--- config.mk ---
export PLATFORM = sky130hd
export DESIGN_NAME = rssb_ctrl_fsm
export DESIGN_NICKNAME = d
export VERILOG_FILES = /design/src/rtl/rssb_ctrl_fsm.sv
export SDC_FILE = /design/constraint.sdc
export NUM_CORES = 1
export LEC_CHECK = 0
export CAP_MARGIN = 10
export CORE_ASPECT_RATIO = 1.5
export CORE_MARGIN = 4
export CORE_UTILIZATION = 25
export DETAILED_ROUTE_END_ITERATION = 8
export DONT_BUFFER_PORTS = 1
export GPL_ROUTABILITY_DRIVEN = 0
export PLACE_DENSITY = 0.49
export SETUP_SLACK_MARGIN = 0.5
export SYNTH_ARGS = -nofsm -noshare
export SYNTH_HDL_FRONTEND = slang
export SYNTH_SLANG_ARGS = --single-unit
--- constraint.sdc ---
create_clock -name clk -period 1.57 [get_ports clk]
set_input_delay 0.2355 -clock clk [delete_from_list [all_inputs] [get_ports clk]]
set_output_delay 0.2355 -clock clk [all_outputs]
set_load 0.02 [all_outputs]
--- src/rtl/rssb_ctrl_fsm.sv ---
// Control sequencer for the RSSB single-instruction processor: a Moore FSM driving datapath enables/selects.
// Optional single-step pause after each instruction is enabled by defining RSSB_STEP_EN.
module rssb_ctrl_fsm #(
  parameter int               WIDTH     = 8,
  parameter logic [WIDTH-1:0] HALT_ADDR = {WIDTH{1'b1}}
) (
  input  logic             clk,
  input  logic             rst,
  input  logic             start,
  input  logic             neg,
  input  logic [WIDTH-1:0] instr_data,
  input  logic             step,
  output logic             write_pc,
  output logic             sel_pc,
  output logic             write_op1,
  output logic             write_acc,
  output logic             write_mem,
  output logic             sel_mem,
  output logic             busy,
  output logic             halted,
  output logic [WIDTH-1:0] retired
);

  typedef enum logic [2:0] {
    S_IDLE   = 3'd0,
    S_FETCH  = 3'd1,
    S_DECODE = 3'd2,
    S_READ   = 3'd3,
    S_EXEC   = 3'd4,
    S_PCUPD  = 3'd5,
    S_HALT   = 3'd6,
    S_PAUSE  = 3'd7
  } state_t;

  state_t           state_reg, state_next;
  logic             neg_q_reg;
  logic [WIDTH-1:0] retired_reg;

  always_ff @(posedge clk) begin
    if (rst) begin
      state_reg   <= S_IDLE;
      neg_q_reg   <= 1'b0;
      retired_reg <= '0;
    end else begin
      state_reg <= state_next;
      // Borrow is only meaningful while the subtractor result is being written back.
      if (state_reg == S_EXEC)
        neg_q_reg <= neg;
      if (state_reg == S_PCUPD)
        retired_reg <= retired_reg + 1'b1;
    end
  end

`ifndef RSSB_STEP_EN
  logic unused_step;
  assign unused_step = step;
`endif

  always_comb begin
    state_next = state_reg;
    write_pc   = 1'b0;
    sel_pc     = 1'b0;
    write_op1  = 1'b0;
    write_acc  = 1'b0;
    write_mem  = 1'b0;
    sel_mem    = 1'b0;
    busy       = 1'b0;
    halted     = 1'b0;
    case (state_reg)
      S_IDLE: begin
        if (start)
          state_next = S_FETCH;
      end
      S_FETCH: begin
        busy       = 1'b1;
        state_next = S_DECODE;
      end
      S_DECODE: begin
        busy       = 1'b1;
        write_op1  = 1'b1;
        // op1 is latched even for the halt operand.
        state_next = (instr_data == HALT_ADDR) ? S_HALT : S_READ;
      end
      S_READ: begin
        busy       = 1'b1;
        sel_mem    = 1'b1;
        state_next = S_EXEC;
      end
      S_EXEC: begin
        busy       = 1'b1;
        sel_mem    = 1'b1;
        write_mem  = 1'b1;
        write_acc  = 1'b1;
        state_next = S_PCUPD;
      end
      S_PCUPD: begin
        busy       = 1'b1;
        write_pc   = 1'b1;
        sel_pc     = neg_q_reg;
`ifdef RSSB_STEP_EN
        state_next = S_PAUSE;
`else
        state_next = S_FETCH;
`endif
      end
      S_HALT: begin
        halted = 1'b1;
      end
`ifdef RSSB_STEP_EN
      S_PAUSE: begin
        busy = 1'b1;
        if (step)
          state_next = S_FETCH;
      end
`endif
      default: begin
        state_next = S_IDLE;
      end
    endcase
  end

  assign retired = retired_reg;

endmodule

# [Word-level counts from Yosys, hierarchy flattened]
# Index checks and enable logic that the tools add are counted.
[totals] regBits=12 out_inout_bits=16 elab_cells=27
[op_classes] n_addsub=1 eq_ne=8 muxes=10 n_bitwise=1 reduce_logical=4
[op_table] cell="$pmux W3 S7" n=1
[op_table] cell="$eq A3 B3 Y1 const B" n=3
[op_table] cell="$add A8 B1 Y8 const B" n=1
[op_table] cell="$eq A8 B8 Y1 const B" n=1
[op_table] cell="$mux W1" n=7
[op_table] cell="$eq A3 B2 Y1 const B" n=2
[op_table] cell="$mux W3" n=2
[op_table] cell="$reduce_or A5 Y1" n=1
[op_table] cell="$eq A3 B1 Y1 const B" n=1
[op_table] cell="$logic_not A3 Y1" n=1
[op_table] cell="$ne A2 B2 Y1 const B" n=1
[op_table] cell="$reduce_and A2 Y1" n=1
[op_table] cell="$reduce_or A2 Y1" n=1
[op_table] cell="$not A1 Y1" n=1

# [Depth between registers and ports, before layout]
# Gate-level depths: netlist of run 1.
[depth] depth_word=3 mapped_depth=5 depth_no_buf=4

# [Worst setup path before layout of run 1]
# Ideal clock, no wire load.
[synth_timing] path_kind="register -> output" startpoint="register state_reg[2]" endpoint="output port write_mem" t_arrival_ns=1.525 t_required_ns=1.334 slack_ns=-0.190 path_stages_with_launch=4 cell_sequence="dfxtp_1 > buf_2 > nor3b_1 > buf_4"
[synth_via] elab_chain_len=2
[synth_lines] item="start, declared" line_no="35" text="state_t state_reg, state_next;"
[synth_lines] item="start signal, assigned" line_no="45" text="state_reg <= state_next;"
[synth_lines] item="$eq A3 B3 Y1"
[synth_lines] item="$mux W1"
[synth_lines] item="end, declared" line_no="17" text="output logic write_mem,"
# Every way passes these cells.

# [Final worst setup path of run 1]
[layout_timing] startpoint="register state_reg[0]" endpoint="output port sel_mem"
[layout_via] elab_chain_len=3 elab_cells_between_ends=4
[layout_lines] item="$eq A3 B3 Y1 / $eq A3 B2 Y1 (equally long branches)" line_no="69" text="case (state_reg)"
[layout_lines] item="$reduce_or A2 Y1 (no source line) *"
[layout_lines] item="$mux W1 *" line_no="69"
[layout_lines] item="end, declared" line_no="18" text="output logic sel_mem,"
# Every way passes the cells marked *; elsewhere a longest branch is shown, timed or not.

==> results of run 1 <==
[placed cells by master, fill, tap and decap left out, types with 4 or more instances in the layout]
| master | count |
|---|---|
| nor2_1 | 4 |
| dfxtp_1 | 4 |
| a21oi_1 | 5 |
| buf_4 | 8 |
| dfxtp_4 | 8 |
[power breakdown]
group / switching [mW] / leakage [nW] / internal, mW
combinational: 0.0510 / 0.249 / 0.0503
sequential: 0.0147 / 0.103 / 0.302
clock: 0.0950 / 0.0138 / 0.0888
total: 0.161 / 0.366 / 0.442
[kinds of logic (layout without fill, tap and decap cells)]
logic type                 Yosys count  count (layout)  synth area share
muxes                                2               2            0.0337
AOI/OAI and AO/OA                   16              16             0.155
adders and majority gates            2               2            0.0397
and+or+nand+nor                     32              32             0.314
buffers and inverters                7              20            0.0496
xor gates and xnor gates             2               2            0.0278
DFF                                 12              12             0.381
[final timing paths]
path | cells past startpoint | startpoint | endpoint
min reg2reg | 2 | neg_q_reg | neg_q_reg
min | 1 | rst | state_reg[2]
max reg2reg | 5 | state_reg[1] | retired[3]
max | 3 | state_reg[0] | sel_mem
[repair_timing]
| item | CTS | global route |
|---|---|---|
| endpoints found under the hold margin | 0 | 1 |
| hold buffers | 0 | 1 |
| gates resized for setup | 17 | 7 |
| setup buffers | 8 | 1 |
| endpoints found under the setup margin | 20 | 20 |
| pin swaps | 5 | 7 |
[cell usage after synthesis (2+ instances only)]
cell type	number
inv_1	4
ha_1	2
dfxtp_1	12
xnor2_1	2
nor2b_1	3
o21ai_0	2
a21oi_1	8
nand4_1	3
nand2b_1	3
or3_1	3
or4_1	3
o31ai_1	2
nand2_1	4
nor2_1	5
[stage by stage]
| stage | cells | util | power (mW) | setup WS (ns) |
|---|---|---|---|---|
| 3_3_place_gp | 97 | 0.308 | 0.393 | 0.216 |
| 5_1_grt | 110 | 0.381 | 0.646 | 0.0506 |
| 4_1_cts | 108 | 0.363 | 0.601 | 0.101 |
| 2_1_floorplan | 73 | - | 0.389 | 0.318 |
| 3_5_place_dp | 97 | 0.308 | 0.394 | 0.197 |
| 6_report | 110 | 0.381 | 0.602 | 0.108 |
[layer usage]
layer,track usage,part of all wire,up-vias
met5,0,0,-
li1,-,-,293
met1,0.0932,0.37,271
met2,0.186,0.53,22
met4,0.0539,0.017,0
met3,0.0323,0.080,4
[worst reg2reg max path: stages, from the launching register on]
cell,delay [ns]
dfxtp_4,0.37
nand3b_4,0.18
buf_6,0.14
buf_4,0.13
or4_1,0.41
a21oi_2,0.12
[layout make-up]
type | instances | area share
repair buffers | 13 | 0.118
well taps | 24 | 0.0325
flip-flops and latches | 12 | 0.293
inverters | 4 | 0.0203
multi-input cells | 54 | 0.512
clock buffers | 3 | 0.0244
==> impl_metrics.ini, run 1 <==
[detailed_routing]
drcViolationCount = 0
vias_per_cell = 5.36
wire_per_inst_um = 15.6
routed_wl_um = 1720
dr.first_iter.drc_count = 7
vias = 590
drtAntennaViolNets = 0
drt_first_pass_iters = 3

[yosys]
syn-num-nets = 88
syn-cell-area_sq_um = 631
yosysTopAreaCellShare = 0.381
netlist_instances = 73
yosys_most_used_dff = dfxtp_1
synthTopCellsByArea = dfxtp_1, a21oi_1, ha_1
yosysWarnings = 0
synth_cell_types = 31
ys_seq_elements = 12
avgSynthCellArea_sq_um = 8.64
synth_largest_area_cell = dfxtp_1
synth_edf_count = 0
yosysSeqAreaShare = 0.381
async_flop_share = 0

[timing]
setup_viol = 0
fin_crit_ns = 1.46
slew_headroom = 0.826
hold_violations = 0
fmax_ghz = 0.684
worst_pin_slew_ns = 0.259
whs_ns = 0.0133
fin_tns_setup_ns = 0
skew_ns = 0.00218
finalCritPeriodShare = 0.931
rsz0062_at_grt = true
report.final.slew_viol_count = 0

[placement]
place_area_sq_um = 746
hpwl_um = 1160
port_buffers = 0

[grt]
gr-total-overflow = 0
antenna_found_initial = 0
grt_usage = 0.100
grt_start_max_net_pins = 14
first_global_vias = 607
grt_pass1_wl_um = 2730

[clock_network]
cts.sinks = 12
root_buffer = clkbuf_4
cts_tree = done
ctsLongestPathBuffers = 2
clk_pin_slew_ns = 0.07
clock_latency_ns = 0.27
htreeDepth = 1
cts_inserted_buffers = 3

[finish]
largest_register_ffs = 8
synthToLayoutAreaGrowth_pct = 46.4
fin_nets = 103
register_area_sq_um = 270
design_area_sq_um = 923
fillers = 253
drive_above_1_share = 0.535
multiInputGateArea_sq_um = 473
antenna_cells = 0

[worst_setup_path]
crit_type = reg -> out
cp.required_ns = 1.33
path_buf_inv = 1
cpPeakStageDelay_ns = 0.37
cp-start-kind = flop
critPathTopFamily = flip-flops
reg2reg_slack_ns = 0.16
slowest_stage = dfxtp_4
path_cells = buf_6 > nor3b_4 > a21o_1
critical_path.max_fanout = 6
endpoint_kind = primary output
cp.arrival_ns = 1.23

[outcome]
outcome = finished, final reports clean

[floorplanning]
die_h_um = 69.5
dieArea_sq_mm = 0.00341
io_pins = 29
die_w_um = 49.0
rows = 22
core_area_sq_mm = 0.00242
start_util = 0.260

[pwr]
leakage_nw = 0.366
p_per_area_mw_per_mm2 = 652
vdd_drop_max_uv = 408

[hold_path]
worstHoldPathType = in -> reg

[job]
maxCapViolCount = 0
No activity file was read; power rests on OpenSTA's default activity.
==> run 2, diff against run 1 <==
--- a/config.mk
+++ b/config.mk
@@ -9,6 +9,7 @@
 export CORE_ASPECT_RATIO = 1.5
 export CORE_MARGIN = 4
 export CORE_UTILIZATION = 25
+export CTS_CLUSTER_SIZE = 28
 export DETAILED_ROUTE_END_ITERATION = 8
 export DONT_BUFFER_PORTS = 1
 export GPL_ROUTABILITY_DRIVEN = 0
==> results of run 2 <==
Same layout as run 1: the final DEF is identical, and so are final timing and power.
==> run 3, diff against run 2 <==
==> config.mk (replaced) <==
export PLATFORM = sky130hd
export DESIGN_NAME = rssb_ctrl_fsm
export DESIGN_NICKNAME = d
export VERILOG_FILES = /design/src/rtl/rssb_ctrl_fsm.sv
export SDC_FILE = /design/constraint.sdc
export NUM_CORES = 1
export LEC_CHECK = 0
export ABC_CLOCK_PERIOD_IN_PS = 1570
export CAP_MARGIN = 10
export CORE_AREA = 4 4 41 43
export CTS_CLUSTER_SIZE = 28
export DETAILED_ROUTE_END_ITERATION = 8
export DIE_AREA = 0 0 45 47
export DONT_BUFFER_PORTS = 1
export GPL_ROUTABILITY_DRIVEN = 0
export PLACE_DENSITY = 0.73
export SETUP_SLACK_MARGIN = 0.5
export SYNTH_ARGS = -nofsm -noshare
export SYNTH_HDL_FRONTEND = slang
export SYNTH_SLANG_ARGS = --single-unit
export TNS_END_PERCENT = 20
==> run 3 against run 2 <==
Compared with the run above:
- core utilization is 25 points higher
- maximum frequency up 2.5%
- global-route usage is 4.5 points higher
- via count fell by 4.4%
- count of clock-buffer cells in the layout unchanged
- final cell count decreased by 10%
- non-clock buffer count down 3
- sequential power grew 2%
- clock power rose by 4%
- total power up 0.68%
- design area fell by 11%
- critical path type is now reg -> reg
==> impl_metrics.ini, run 3 (synthesized netlist as in run 1, its figures left out) <==
[outcome]
outcome = finished, final reports clean

[clock_network]
clk_pin_slew_ns = 0.08
clock_latency_ns = 0.26
cts_tree = done
htreeDepth = 1
cts_inserted_buffers = 3
cts.sinks = 12
cts-hold-fix-buffers = 0
ctsLongestPathBuffers = 2
root_buffer = clkbuf_4

[timing]
finalCritPeriodShare = 0.909
report.final.slew_viol_count = 0
fin_crit_ns = 1.43
fin_tns_setup_ns = 0
fmax_ghz = 0.701
rsz0062_at_grt = true
setup_viol = 0
slew_headroom = 0.739
skew_ns = 0.00199
worst_pin_slew_ns = 0.391
hold_violations = 0

[finish]
antenna_cells = 0
largest_register_ffs = 8
layout_commonest_cell = buf_4
finalNonFillerCells = 99
drive_above_1_share = 0.393
fillers = 120
final_cell_mix = buf_4, a21oi_1, nor2_1, dfxtp_4
synthToLayoutAreaGrowth_pct = 29.8
fin_nets = 100

[floorplanning]
die_w_um = 45
io_pins = 29
dieArea_sq_mm = 0.00212
core_area_sq_mm = 0.00130
die_h_um = 47
start_util = 0.485
rows = 13

[pwr]
p_sw_mw = 0.159
sw_frac_of_total = 0.262
power_frac_clock = 0.317
p_per_area_mw_per_mm2 = 741
power.internal_mw = 0.447
power_frac_comb = 0.151
vdd_drop_max_uv = 349
finalPower_mw = 0.606
leakage_nw = 0.331
pwr-share-seq = 0.533

[grt]
gr-total-overflow = 0
antenna_found_initial = 0
grt_start_max_net_pins = 14
grt_usage = 0.145
grt_pass1_wl_um = 2270
first_global_vias = 561

[worst_setup_path]
r2r_cells = 4
cp.arrival_ns = 1.58
cp-start-kind = flop
reg2reg_to = retired[7]
endpoint_kind = flop
reg2reg_slack_ns = 0.14
critical_path.max_fanout = 7
r2r-start = state_reg[1]
cp.required_ns = 1.73
crit_type = reg -> reg

[job]
maxCapViolCount = 0

[detailed_routing]
routed_wl_um = 1420
drcViolationCount = 0
wire_per_inst_um = 14.4
drt_first_pass_iters = 3
dr.first_iter.drc_count = 5
vias = 564
vias_per_cell = 5.70
drtAntennaViolNets = 0

[hold_path]
worstHoldPathType = in -> reg
worstHoldEndpoint = retired[1]
min_from = rst
min_path_cells = 1

[placement]
hpwl_um = 1020
port_buffers = 0
place_inst = 87
[run 3: how the worst max path moves through the flow]
stage,from,end,slack [ns],cells past startpoint
after floorplan,state_reg[2],sel_mem,0.32,3
after global placement,state_reg[2],retired[7],0.24,3
after detailed placement,retired[0],retired[6],0.20,4
after CTS,state_reg[1],sel_pc,0.13,3
after global routing,state_reg[1],retired[4],0.07,4
final,state_reg[1],retired[7],0.14,4
[run 3: metrics by stage]
| step | instance area (sq um) | hold WS [ns] | utilization | worst slack (ns) |
|---|---|---|---|---|
| 3_5_place_dp | 691 | 0.302 | 0.531 | 0.196 |
| 5_1_grt | 818 | 0.00434 | 0.629 | 0.0689 |
| 3_3_place_gp | 691 | 0.298 | 0.531 | 0.242 |
| 6_report | 818 | 0.0221 | 0.629 | 0.144 |
| 4_1_cts | 798 | 0.0139 | 0.613 | 0.134 |
| 2_1_floorplan | 679 | 0.318 | - | 0.318 |
[run 3: layout make-up]
type | count | area (sq um) | share of cell area
inverters | 4 | 21.3 | 0.0260
well taps | 15 | 18.8 | 0.0229
multi-input cells | 54 | 407 | 0.497
clock buffers | 3 | 22.5 | 0.0275
flip-flops and latches | 12 | 263 | 0.321
clock inverters | 1 | 3.75 | 0.00459
repair buffers | 10 | 82.6 | 0.101
[run 3: power groups by stage]
stage,sequential (mW),clock (mW),combinational (mW)
detailed placement,0.336,0,0.0627
global placement,0.335,0,0.0620
finish,0.323,0.192,0.0913
floorplan,0.329,0,0.0645
CTS,0.322,0.199,0.0921
global route,0.324,0.214,0.0999
[run 3: what timing repair did]
action                                  CTS  global route
buffers inserted                          6             2
resized for setup                        11             2
gates cloned                              0             0
pin swaps                                 3             2
endpoints found under the setup margin   20            19
[run 3: routing by layer]
metal  part of all wire  routed length, um  track usage
met4                  0                  0       0.0351
met5                  0                  0            0
met3              0.042                 60       0.0421
met2               0.52                740        0.260
met1               0.44                623        0.171
[run 3: worst max-delay path, cell delays in order, from the launching register on]
cell and delay [ns]:
dfxtp_4 0.37, nand3b_4 0.17, buf_4 0.17, nor4_4 0.25
mux2_2 0.35
==> RTL edit, RTL diff (config.mk and constraints of run 3) <==
Re-encode `state_t` (8 states) as Gray code, 3 bits wide.
--- a/src/rtl/rssb_ctrl_fsm.sv
+++ b/src/rtl/rssb_ctrl_fsm.sv
@@ -23,12 +23,12 @@
 
   typedef enum logic [2:0] {
-    S_IDLE   = 3'd0,
-    S_FETCH  = 3'd1,
-    S_DECODE = 3'd2,
-    S_READ   = 3'd3,
-    S_EXEC   = 3'd4,
-    S_PCUPD  = 3'd5,
-    S_HALT   = 3'd6,
-    S_PAUSE  = 3'd7
+    S_IDLE   = 3'b000,
+    S_FETCH  = 3'b001,
+    S_DECODE = 3'b011,
+    S_READ   = 3'b010,
+    S_EXEC   = 3'b110,
+    S_PCUPD  = 3'b111,
+    S_HALT   = 3'b101,
+    S_PAUSE  = 3'b100
   } state_t;
 
Behaviour: no difference found for any inputs over 10 cycles, from zero or initial values and one cycle with rst high; not proved beyond that.
==> RTL edit against run 3 <==
  * Cell count down 3.0%
  * Sequential cell count unchanged
  * Total power shrank 0.92%
  * Count of clock-buffer cells in the layout stayed put
  * Synthesized cell count decreased by 1.4%
  * Critical endpoint is now write_acc
  * Setup slack improved by 0.041 ns
  * Synthesized area is 1.6% lower
  * Design area down 3.4%
  * Global-route usage is 1.2 points lower
  * First-iteration DRC count increased by 60%
  * Routed wire length is 4.5% lower
  * Maximum frequency is 3.0% higher
  * Clock skew increased by 0.0039 ns
  * Utilization shrank 2.1 points
  * Largest power group unchanged
==> RTL edit: results (changes against run 3) <==
| Metric | Value |
|---|---|
| Sequential area share after synthesis | 38.71% (was 38.10%) |
| Vias in the first global route | 499 (was 561) |
| CP endpoint | write_acc (was retired[7]$_SDFFE_PP0N_) |
| Arrival time worst endpoint | 1.15 ns (was 1.58 ns) |
| CP Max Fanout | 8 (was 7) |
| Top cells by area, synth | dfxtp_1 39%, a21oi_1 5.6%, nand4_1 4.0%, buf_4 3.6%, mux2i_1 3.2% (was dfxtp_1 38%, a21oi_1 6.3%, ha_1 4.0%, or4_1 3.6%, nand3b_4 3.2%) |
| Worst skew pair latency | 0.27 ns |
| Reg clk slew, reported paths | 0.08 ns (about the same) |
| R2r setup slk | 0.31 ns (was 0.14 ns) |
| WL/cell | 14.17 µm (was 14.38 µm) |
| Sw power | 0.1625 mW (was 0.1589 mW) |
| Post-layout nets | 96 (was 100) |
| Top Layer Used | met4 (was met3) |
| Vias per Instance | 5.656 (was 5.697) |
| Met2 Track Usage GR | 21.47% (was 25.99%) |
| Slew HR | 74.05% (was 73.87%) |
| Delay-heaviest family, CP | flip-flops (was simple AND/OR/NAND/NOR gates) |
| RR Startpoint | retired[4]$_SDFFE_PP0P_ (was state_reg[1]$_SDFFE_PP0P_) |
| Final Skew | 0.005900 ns (was 0.001994 ns) |
| DR iter-0 viols | 8 (was 5) |
| Reg power frac | 53.1% (was 53.3%) |
| FF-to-FF End | retired[7]$_SDFFE_PP0P_ (was retired[7]$_SDFFE_PP0N_) |
| R2R depth | 3 (was 4) |
| Total chip power | 0.6008 mW (was 0.6064 mW) |
| Met3 wire len | 103 µm (was 60 µm) |
| CP startpoint | state_reg[0]$_SDFFE_PP0P_ (was state_reg[1]$_SDFFE_PP0P_) |
| Commonest cells in the netlist | 12 x dfxtp_1, 7 x a21oi_1, 5 x nand2_1, 5 x nor2_1 (was 12 x dfxtp_1, 8 x a21oi_1, 5 x nor2_1) |
| Inserted Diodes | 0 (unchanged) |
| DP HPWL | 906.8 µm (was 1019 µm) |
| PortBufs | 0 (unchanged) |
| Met1 GRT Util | 15.01% (was 17.05%) |
| Ys Warns | 0 (unchanged) |
| # resized after CTS | 10 (was 11) |
| Yosys cell types | 28 (was 31) |
| Postcts setup bufs | 2 (was 6) |
| Max VDD drop | 0.3638 mV (was 0.3490 mV) |
| GR Util All Layers | 13.34% (was 14.52%) |
| Comb pwr | 0.0882 mW (was 0.0913 mW) |
| Pleak | 0.2851 nW (was 0.3313 nW) |
| Met1 wire length | 596 µm (was 623 µm) |
| Routed length on met2 | 653 µm (was 740 µm) |
| Min-delay worst type | input port to flop (unchanged) |
| Mapped Nets | 86 (was 88) |
| Largest net degree at the start of global routing | 12 (was 14) |
| Status | finished, final reports clean (unchanged) |
| CTS Buf Count | 3 (unchanged) |
| Initial antenna violation count | 0 (unchanged) |
| First-pass GRT wire length | 2021 µm (was 2270 µm) |
| Share of layout cells above drive strength 1 | 38.27% (was 39.29%) |
| Clock tree buffer depth | 2 (unchanged) |
[RTL edit: cell types whose count changed after synthesis, moves of 2 or more]
cell,change
nand2b_1,-2
buf_4,+2
nor2b_1,-2
nor3_1,+3
o21ai_0,+2
xnor2_1,-2
o31a_1,+2
[RTL edit: cell families (layout without fill, tap and decap cells)]
kind of cell	Yosys count	after routing	share of synthesized area [%]
AND/OR/NAND/NOR	32	32	31.45
AO/OA/AOI/OAI	16	16	15.32
flip-flops	12	12	38.71
buffers and inverters	8	17	7.862
multiplexers	2	2	3.226
adder cells (fa/ha/maj)	1	1	2.016
XOR/XNOR	1	1	1.412
[RTL edit: layout make-up]
type                       instances  area [µm²]
sequential                        12       277.8
clock inverter                     1       3.754
multi-input combinational         52       369.1
timing repair buffer              10       85.08
fill                             107       510.5
inverter                           3       13.76
tap                               15       18.77
clock buffer                       3       22.52
[RTL edit: stage by stage]
stage	hold slack, ns	utilization [%]	instance area (µm²)	cells	setup slack (ns)
4_1_cts	0.01093	57.31	745.7	91	0.1691
2_1_floorplan	0.3823	-	686.9	72	0.4130
6_report	0.02042	60.77	790.8	96	0.1846
3_3_place_gp	0.2966	52.21	679.4	85	0.2163
3_5_place_dp	0.2990	52.21	679.4	85	0.1737
5_1_grt	0.01026	60.77	790.8	96	0.1415
[RTL edit: worst min path at each step]
stage,start,end,slack [ns],cells past startpoint
finish,rst,retired[3]$_SDFFE_PP0P_,0.02,1
global route,rst,retired[1]$_SDFFE_PP0P_,0.01,1
CTS,rst,retired[4]$_SDFFE_PP0P_,0.01,1
detailed placement,rst,retired[4]$_SDFFE_PP0P_,0.30,1
global placement,rst,retired[6]$_SDFFE_PP0P_,0.30,1
floorplan,neg,neg_q_reg$_SDFFE_PP0P_,0.38,2
